<file path="src/rtl/conv_window_addr_gen_pkg.sv">
// rtl/conv_window_addr_gen_pkg.sv - shared state encoding and default widths for the conv window sequencer
package conv_window_addr_gen_pkg;
   localparam int ADDR_W_DEF = 5;
   localparam int FILT_W_DEF = 4;

   typedef enum logic [1:0] {
      IDLE     = 2'd0,
      RUN      = 2'd1,
      WAIT_ACK = 2'd2,
      FIN      = 2'd3
   } state_t;
endpackage

</file>
<file path="src/rtl/conv_window_addr_gen_if.sv">
// rtl/conv_window_addr_gen_if.sv - pass control, scratchpad address and accumulator handshake bundle
interface conv_window_addr_gen_if
   import conv_window_addr_gen_pkg::*;
#(
   parameter int ADDR_W = ADDR_W_DEF,
   parameter int FILT_W = FILT_W_DEF
);
   logic              start;
   logic [ADDR_W-1:0] ifmap_len;
   logic [FILT_W-1:0] filt_size;
   logic [FILT_W-1:0] stride;
   logic              stall;
   logic              psum_ack;
   logic [ADDR_W-1:0] ifmap_addr;
   logic [FILT_W-1:0] filt_addr;
   logic              addr_valid;
   logic              window_last;
   logic              busy;
   logic              done;
   logic              err;

   modport master (
      output start, ifmap_len, filt_size, stride, stall, psum_ack,
      input  ifmap_addr, filt_addr, addr_valid, window_last, busy, done, err
   );

   modport slave (
      input  start, ifmap_len, filt_size, stride, stall, psum_ack,
      output ifmap_addr, filt_addr, addr_valid, window_last, busy, done, err
   );
endinterface

</file>
<file path="src/rtl/conv_tap_counter.sv">
// rtl/conv_tap_counter.sv - inner filter-tap counter with wrap at max_count, stall hold and clear
module conv_tap_counter #(
   parameter int W = 4
) (
   input  logic         clk,
   input  logic         rst,
   input  logic         stall,
   input  logic         clr,
   input  logic         en,
   input  logic [W-1:0] max_count,
   output logic [W-1:0] count,
   output logic         last
);
   assign last = (count == max_count);

   always_ff @(posedge clk) begin
      if (rst) begin
         count <= '0;
      end else if (!stall) begin
         if (clr) begin
            count <= '0;
         end else if (en) begin
            count <= last ? '0 : count + W'(1);
         end
      end
   end
endmodule

</file>
<file path="src/rtl/conv_window_addr_gen.sv">
// rtl/conv_window_addr_gen.sv - 1-D convolution window walker emitting IFmap/filter read addresses
module conv_window_addr_gen
   import conv_window_addr_gen_pkg::*;
#(
   parameter int ADDR_W = ADDR_W_DEF,
   parameter int FILT_W = FILT_W_DEF
) (
   input logic                  clk,
   input logic                  rst,
   conv_window_addr_gen_if.slave bus
);
   // Two extra bits so base+S+F never wraps before the compare against N.
   localparam int EXT_W = ADDR_W + 2;

   state_t            state;
   state_t            state_nxt;
   logic [ADDR_W-1:0] base;
   logic [ADDR_W-1:0] n_q;
   logic [FILT_W-1:0] f_q;
   logic [FILT_W-1:0] s_q;
   logic [FILT_W-1:0] k;
   logic              k_last;
   logic              err_q;
   logic              start_ok;
   logic              bad_cfg;
   logic              more_windows;

   assign start_ok     = (state == IDLE) && bus.start;
   assign bad_cfg      = (bus.filt_size == '0) || (bus.stride == '0) ||
                         (EXT_W'(bus.filt_size) > EXT_W'(bus.ifmap_len));
   assign more_windows = (EXT_W'(base) + EXT_W'(s_q) + EXT_W'(f_q)) <= EXT_W'(n_q);

   conv_tap_counter #(.W(FILT_W)) u_tap (
      .clk       (clk),
      .rst       (rst),
      .stall     (bus.stall),
      .clr       (start_ok),
      .en        (state == RUN),
      .max_count (f_q - FILT_W'(1)),
      .count     (k),
      .last      (k_last)
   );

   always_ff @(posedge clk) begin
      if (rst) begin
         state <= IDLE;
      end else if (!bus.stall) begin
         state <= state_nxt;
      end
   end

   always_comb begin
      state_nxt = state;
      case (state)
         IDLE:     if (bus.start) state_nxt = bad_cfg ? FIN : RUN;
         RUN:      if (k_last) state_nxt = WAIT_ACK;
         WAIT_ACK: if (bus.psum_ack) state_nxt = more_windows ? RUN : FIN;
         FIN:      state_nxt = IDLE;
         default:  state_nxt = IDLE;
      endcase
   end

   always_ff @(posedge clk) begin
      if (rst) begin
         base  <= '0;
         n_q   <= '0;
         f_q   <= '0;
         s_q   <= '0;
         err_q <= 1'b0;
      end else if (!bus.stall) begin
         if (start_ok) begin
            base  <= '0;
            n_q   <= bus.ifmap_len;
            f_q   <= bus.filt_size;
            s_q   <= bus.stride;
            err_q <= bad_cfg;
         end else if ((state == WAIT_ACK) && bus.psum_ack && more_windows) begin
            base <= base + ADDR_W'(s_q);
         end
      end
   end

   always_comb begin
      bus.addr_valid  = (state == RUN);
      bus.window_last = (state == RUN) && k_last;
      bus.busy        = (state != IDLE);
      bus.done        = (state == FIN);
   end

   assign bus.ifmap_addr = base + ADDR_W'(k);
   assign bus.filt_addr  = k;
   assign bus.err        = err_q;
endmodule

</file>
<file path="src/flat_wrapper.sv">
// flat-port wrapper written by rule: the top's interface ports become plain ports
module conv_window_addr_gen_flat import conv_window_addr_gen_pkg::*;
#(
   parameter int ADDR_W = ADDR_W_DEF,
   parameter int FILT_W = FILT_W_DEF
)
  (clk, rst, bus_start, bus_ifmap_len, bus_filt_size, bus_stride, bus_stall, bus_psum_ack, bus_ifmap_addr, bus_filt_addr, bus_addr_valid, bus_window_last, bus_busy, bus_done, bus_err);
  conv_window_addr_gen_if #(.ADDR_W(ADDR_W), .FILT_W(FILT_W)) bus_i ();
  input logic clk;
  input logic rst;
  input wire logic [$bits(bus_i.start)-1:0] bus_start;
  input wire logic [$bits(bus_i.ifmap_len)-1:0] bus_ifmap_len;
  input wire logic [$bits(bus_i.filt_size)-1:0] bus_filt_size;
  input wire logic [$bits(bus_i.stride)-1:0] bus_stride;
  input wire logic [$bits(bus_i.stall)-1:0] bus_stall;
  input wire logic [$bits(bus_i.psum_ack)-1:0] bus_psum_ack;
  output wire logic [$bits(bus_i.ifmap_addr)-1:0] bus_ifmap_addr;
  output wire logic [$bits(bus_i.filt_addr)-1:0] bus_filt_addr;
  output wire logic [$bits(bus_i.addr_valid)-1:0] bus_addr_valid;
  output wire logic [$bits(bus_i.window_last)-1:0] bus_window_last;
  output wire logic [$bits(bus_i.busy)-1:0] bus_busy;
  output wire logic [$bits(bus_i.done)-1:0] bus_done;
  output wire logic [$bits(bus_i.err)-1:0] bus_err;
  assign bus_i.start = bus_start;
  assign bus_i.ifmap_len = bus_ifmap_len;
  assign bus_i.filt_size = bus_filt_size;
  assign bus_i.stride = bus_stride;
  assign bus_i.stall = bus_stall;
  assign bus_i.psum_ack = bus_psum_ack;
  assign bus_ifmap_addr = bus_i.ifmap_addr;
  assign bus_filt_addr = bus_i.filt_addr;
  assign bus_addr_valid = bus_i.addr_valid;
  assign bus_window_last = bus_i.window_last;
  assign bus_busy = bus_i.busy;
  assign bus_done = bus_i.done;
  assign bus_err = bus_i.err;
  conv_window_addr_gen #(.ADDR_W(ADDR_W), .FILT_W(FILT_W)) u_core (.clk(clk), .rst(rst), .bus(bus_i));
endmodule
</file>
<file path="config.mk">
export PLATFORM = sky130hd
export DESIGN_NAME = conv_window_addr_gen_flat
export DESIGN_NICKNAME = d
export VERILOG_FILES = /design/src/rtl/conv_window_addr_gen_pkg.sv /design/src/rtl/conv_window_addr_gen_if.sv /design/src/rtl/conv_tap_counter.sv /design/src/rtl/conv_window_addr_gen.sv /design/src/flat_wrapper.sv
export SDC_FILE = /design/constraint.sdc
export NUM_CORES = 1
export LEC_CHECK = 0
export ABC_AREA = 1
export CAP_MARGIN = 15
export CORE_ASPECT_RATIO = 0.5
export CORE_UTILIZATION = 40
export DETAILED_ROUTE_END_ITERATION = 6
export MAX_ROUTING_LAYER = met4
export PLACE_DENSITY = 0.7
export SLEW_MARGIN = 20
export SYNTH_ARGS = -nofsm -noshare
export SYNTH_HDL_FRONTEND = slang
export SYNTH_SLANG_ARGS = --single-unit
</file>
<file path="constraint.sdc">
create_clock -name clk -period 3.34 [get_ports clk]
set_input_delay 0.334 -clock clk [delete_from_list [all_inputs] [get_ports clk]]
set_output_delay 0.334 -clock clk [all_outputs]
set_load 0.005 [all_outputs]
</file>
---- Word-level counts from Yosys, hierarchy flattened ----
Index checks and enable logic that the tools add are counted.
word-level totals
  bits in registers ....................... 25
  bits in latches ......................... 0
  bits in writable memories ............... 0
  memory bits (read-only) ................. 0
  input port bits ......................... 18
  memories kept ........................... 0
cells by class
  add/sub/neg operators ................... 6
  multiply operators ...................... 0
  div/mod/pow operators ................... 0
  order comparisons ....................... 2
  eq/ne operators ......................... 7
  shift-type cells ........................ 0
  multiplexer cells ....................... 11
  bitwise logic cells ..................... 1
  reduce and logical (&&, ||, !) cells .... 16
operator list
  operator             number
  $mux 4               3
  $add 5x4->5          2
  $mux 2               5
  $mux 5               2
  $logic_not 4->1      2
  $pmux 2 s4           1
  $add 7x4->7          1
  $le 7x5->1           1
  $add 5x4->6          1
  $reduce_and 2->1     3
  $reduce_bool 2->1    3
  $gt 4x5->1           1
  $add 4x1->4 const B  1
  $eq 2x2->1 const B   2
  $eq 4x4->1           1
  $logic_and 1x1->1    4
  $ne 2x2->1 const B   2
  $reduce_and 4->1     1
  $sub 4x1->4 const B  1
  $eq 2x1->1 const B   1
  $logic_not 2->1      1
  $logic_or 1x1->1     2
  $ne 2x1->1 const B   1
  $not 1->1            1

---- Logic depth before layout (Yosys ltp) ----
  depth in word-level cells ............... 6
  depth in mapped cells ................... 22
  depth with buffers taken out ............ 22

---- Modules after synthesis ----
From an unflattened synthesis, not the netlist that was laid out.
unflattened totals
  cells, all modules ...................... 304
  area, all modules ....................... 2083.2 µm²
by module, submodules not included
  module                times used  cells each  area each (µm²)  sequential area each (µm²)
  conv_window_addr_gen  1           244         1754.2           420.4
  conv_tap_counter      1           60          329.1            80.1

---- Worst setup path before layout ----
No wires, ideal clock.
  path type ............................... flip-flop to flip-flop
  from .................................... register u_core.base[2]
  to ...................................... register u_core.base[2]
  library setup time ...................... 0.114 ns
  data arrival time ....................... 2.873 ns
  data required time ...................... 3.226 ns
  setup slack ............................. 0.353 ns
  cell stages (with the launch flop) ...... 23
  path buffers ............................ 0
  period minus slack after synthesis ...... 2.987 ns
  path through ............................ dfxtp_1 ha_1 nand2_1 inv_1 a21oi_1 xor2_1 inv_1 ha_1 a21oi_1 o21ai_1 xnor2_1 inv_1 ha_1 nand2_1 inv_1 nand2_1 a21oi_1 nor2_4 nand3_4 nand2_2 nand2_1 nand2_1 nor2_2
on the way
  longest elaborated chain between the ends .. 6
  elaborated cells between the ends (all ways) .. 9
ends and longest elaborated chain
  item                                RTL line                    text
  from (decl)                         conv_window_addr_gen.sv:17  logic [ADDR_W-1:0] base;
  from (signal assigned)              conv_window_addr_gen.sv:78  base <= base + ADDR_W'(s_q);
  $add 5x4->6                         conv_window_addr_gen.sv:31  assign more_windows = (EXT_W'(base) + EXT_W'(s_q) + EXT_W'(f_q)) <= EXT_W'(n_q);
  $add 7x4->7                         conv_window_addr_gen.sv:31
  $le 7x5->1                          conv_window_addr_gen.sv:31
  $logic_and 1x1->1                   conv_window_addr_gen.sv:77  end else if ((state == WAIT_ACK) && bus.psum_ack && more_windows) begin
  $reduce_bool 2->1 (no source line)  n/a
  $reduce_and 2->1 (no source line)   n/a
Parallel ways exist; a longest one is shown, timed or not. The select of a mux whose other input is x is not followed.
A chain may end at the register's enable or synchronous reset.

---- Worst setup path in the final report ----
  from .................................... register u_core.base[0]
  to ...................................... register u_core.base[0]
The elaborated chain is that of the path after synthesis.

==> metrics.md <==
| Metric | Value |
|---|---|
| Overall Power | 0.993 mW |
| Routed Antenna Nets | 0 |
| Gr ovfl total | 0 |
| Clock sink total | 25 |
| WL/cell | approximately 12 um |
| Reg power frac | 0.358 |
| Endpoint class of the critical path | register |
| Worst Path Arrival | 3.35 ns |
| Placed Area | ~2400 sq um |
| CP Class | reg -> reg |
| Status | finished, final reports clean |
| Clk_lat worst skew | 0.28 ns |
| CTS Hold Bufs | 0 |
| Htree depth | 1 |
| Pin count of the biggest net entering global routing | 21 |
| Power density cells | 388 nW/um^2 |
| Final min period | roughly 3.2 ns |
| Total GRT Usage | 0.189 |
| Yosys reg bits | 25 |
| Detailed-route via count | 1,925 |
| CTS Buf Count | 3 |
| Synth Cell Area | 2040 sq um |
| Worst-path clk slew | 0.09 ns |
| Router iterations before antenna repair | 4 |
| First-pass GRT wire length | 7600 um |
| Initial antenna violation count | 0 |
| Pint | roughly 0.6 mW |
| Die Area | around 5400 sq um |
| Max FO, Critical Path | 6 |
| Least-Margin Pin Slew | 0.641 ns |
| DR DRC count | 0 |
| CP top delay family | adder cells |
| Filler instances | 465 |
| Hold Vio Cnt, Final | 0 |
| DP HPWL | between 3000 and 4000 um |
| Max Root-Sink Buffers | 2 |
| Initial Util | 0.441 |
| Post-DR vias/cell | 5.01 |
| Netlist cell types | 31 |
| Gp weighted congestion | 0.868 |
| Logic pwr share | 0.454 |
| Routed wire length | 4760 um |
| Max-cap violations | 0 |
| Worst path slowest cell | ha_1 |
| Vias in the first global route | 1,715 |
| Synth Warn # | 0 |
| Crit start category | register |
| Post-Syn Area per Cell | ~7.1 sq um |
| Core ar. | 4640 sq um |
| Finished Cell Area | 2560 sq um |
| Clk_skew | 0.00439 ns |
| Initial DRC Count | 84 |
| Area of the multi-input gates | 1410 sq um |
| Final #Nets | between 300 and 400 |
| Worst hold path class | reg -> reg |
| Share of layout cells above drive strength 1 | 0.164 |
| Max VDD drop | 0.000204 V |
| Finish-stage setup viols | 0 |
| Syn Nets | approximately 330 |
| Post-Syn Instances | 286 |
| # diodes | 0 |
| Site Rows | 17 |
| Clock power frac | 0.188 |
| Io pins | 32 |
| Root Buffer Master | clkbuf_8 |
| Critical path, cell by cell | ha_2 > inv_1 > fa_2 > xnor2_1 > ha_1 > nand2_1 > o21ai_2 > xnor2_1 > inv_1 > ha_4 > nand2_1 > inv_1 > nand2_1 > a21oi_2 > nor2_4 > nand3_4 > nand2_4 > nand2_1 > nand2_1 > nor2_2 |
| Sw Share | 0.380 |
| # port buffers | 31 |
| WP buf/inv | 3 |
| Max Fclk | 314 MHz |
| WP data required | 3.51 ns |
| Most frequent CP cell | nand2_1 |
| Fin crit share | 0.954 |
| Critical path's largest stage delay | 0.37 ns |
| Die width | about 100 um |
| Seq/Total Area, Yosys | 0.245 |
| Die height | 52.5 um |
| Pleak | 1.17 nW |
| Register Area | ~500 sq um |
| Switching pwr | approximately 0.38 mW |
| Clock tree from TritonCTS | done |
| Fin util | 0.552 |
| Setup_tns | 0 ns |
| Area growth from synthesis to final layout | 25.2% |
| Rel. slew slack | 0.572 |
| Fin. max-slew vios | 0 |
stage by stage:
step	std cells	hold slack (ns)	worst slack, ns
finish	384	0.513	0.152
global placement	378	0.462	0.0442
CTS	382	0.477	0.00443
global route	384	0.546	-0.0800
floorplan	286	0.401	0.353
detailed placement	378	0.464	-0.0216
state kept, by name, summed over array words and instances (netlist names):
signal / count
u_core.state: 2
u_core.f_q: 4
u_core.u_tap.count: 4
u_core.base: 5
u_core.n_q: 5
u_core.bus.err: 1
u_core.s_q: 4
layout by cell type (no fill, tap or decap):
cell and count:
nand3_4 1, nor3_1 3, nand2_2 5, o21bai_1 1
clkinv_2 1, fa_2 1, nor2_4 2, nand2_4 3
o22ai_1 1, inv_1 45, inv_2 5, buf_4 2
o21ai_0 17, nor2_2 7, o21ai_2 1, nand3_1 11
ha_2 1, and3_1 1, nor2_1 22, dfxtp_1 21
nand4_1 3, a21oi_1 22, nand2_1 48, a21oi_2 5
ha_1 19, clkdlybuf4s50_1 31, clkbuf_8 3, nor3_2 1
ha_4 4, nand3b_1 4, o31ai_1 1, nand3_2 5
xnor2_1 7, dfxtp_2 4, xor2_1 7, fa_1 2
or2_2 1
cell type report:
cell class | count | area share
Clock inverter | 1 | 0.00196
Sequential cell | 25 | 0.198
Tap cell | 66 | 0.0323
Timing Repair Buffer | 33 | 0.127
Inverter | 50 | 0.0734
Multi-Input combinational cell | 206 | 0.551
Clock buffer | 3 | 0.0161
cell families after synthesis:
| group | Yosys count | synth area share |
|---|---|---|
| AO/OA/AOI/OAI | 48 | 0.122 |
| AND/OR/NAND/NOR | 117 | 0.289 |
| XOR/XNOR | 14 | 0.0600 |
| adder cells (fa/ha/maj) | 27 | 0.176 |
| buffers and inverters | 55 | 0.107 |
| flip-flops | 25 | 0.245 |
power by group through the flow:
stage / logic, mW / registers, mW / clock network [mW]
CTS: 0.406 / 0.352 / 0.190
detailed placement: 0.401 / 0.357 / 0
floorplan: 0.287 / 0.349 / 0
finish: 0.451 / 0.355 / 0.187
global route: 0.507 / 0.359 / 0.200
global placement: 0.392 / 0.357 / 0
worst register-to-register path, delay by kind of cell (launching register included):
| kind | cells | cell delay, ns |
|---|---|---|
| compound gates | 2 | 0.24 |
| xor+xnor | 2 | 0.29 |
| fa+ha+maj | 4 | 1.20 |
| buf+inv | 3 | 0.21 |
| flops | 1 | 0.36 |
| simple gates | 9 | 0.78 |
Yosys cell counts (all sizes together):
cell type   n  area (sq um)
or2         1          6.26
xnor2       7          61.3
fa          3          60.1
dfxtp      25           500
nor3        4          25.0
nand3b      4          30.0
xor2        7          61.3
nor2       31           144
nand4       3          18.8
nand2      56           238
nand3      17           123
o22ai       1          6.26
o31ai       1          7.51
o21bai      1          7.51
ha         24           300
a21oi      27           139
o21ai      18          90.1
inv        50           188
and3        1          6.26
buf         5          31.3
layer usage:
| layer | part of all wire | track usage | up-vias |
|---|---|---|---|
| met5 | 0 | - | - |
| met3 | 0.048 | 0.0280 | 4 |
| met2 | 0.45 | 0.314 | 44 |
| met1 | 0.49 | 0.246 | 893 |
| li1 | - | - | 984 |
| met4 | 0.0092 | 0.0423 | 0 |
worst paths after layout:
kind                  start             end  slack (ns)  depth (start not counted)
max          u_core.base[0]  u_core.base[0]        0.15                         20
min           u_core.n_q[4]   u_core.n_q[4]        0.51                          2
max reg2reg  u_core.base[0]  u_core.base[0]        0.15                         20
min reg2reg   u_core.n_q[4]   u_core.n_q[4]        0.51                          2
what timing repair did:
action | in CTS | in global routing
buffers inserted | 0 | 2
pin swaps | 0 | 5
resized for setup | 1 | 18
cloned | 0 | 0
endpoints found under the setup margin | 2 | 6
Power figures use the tool's default switching activity.
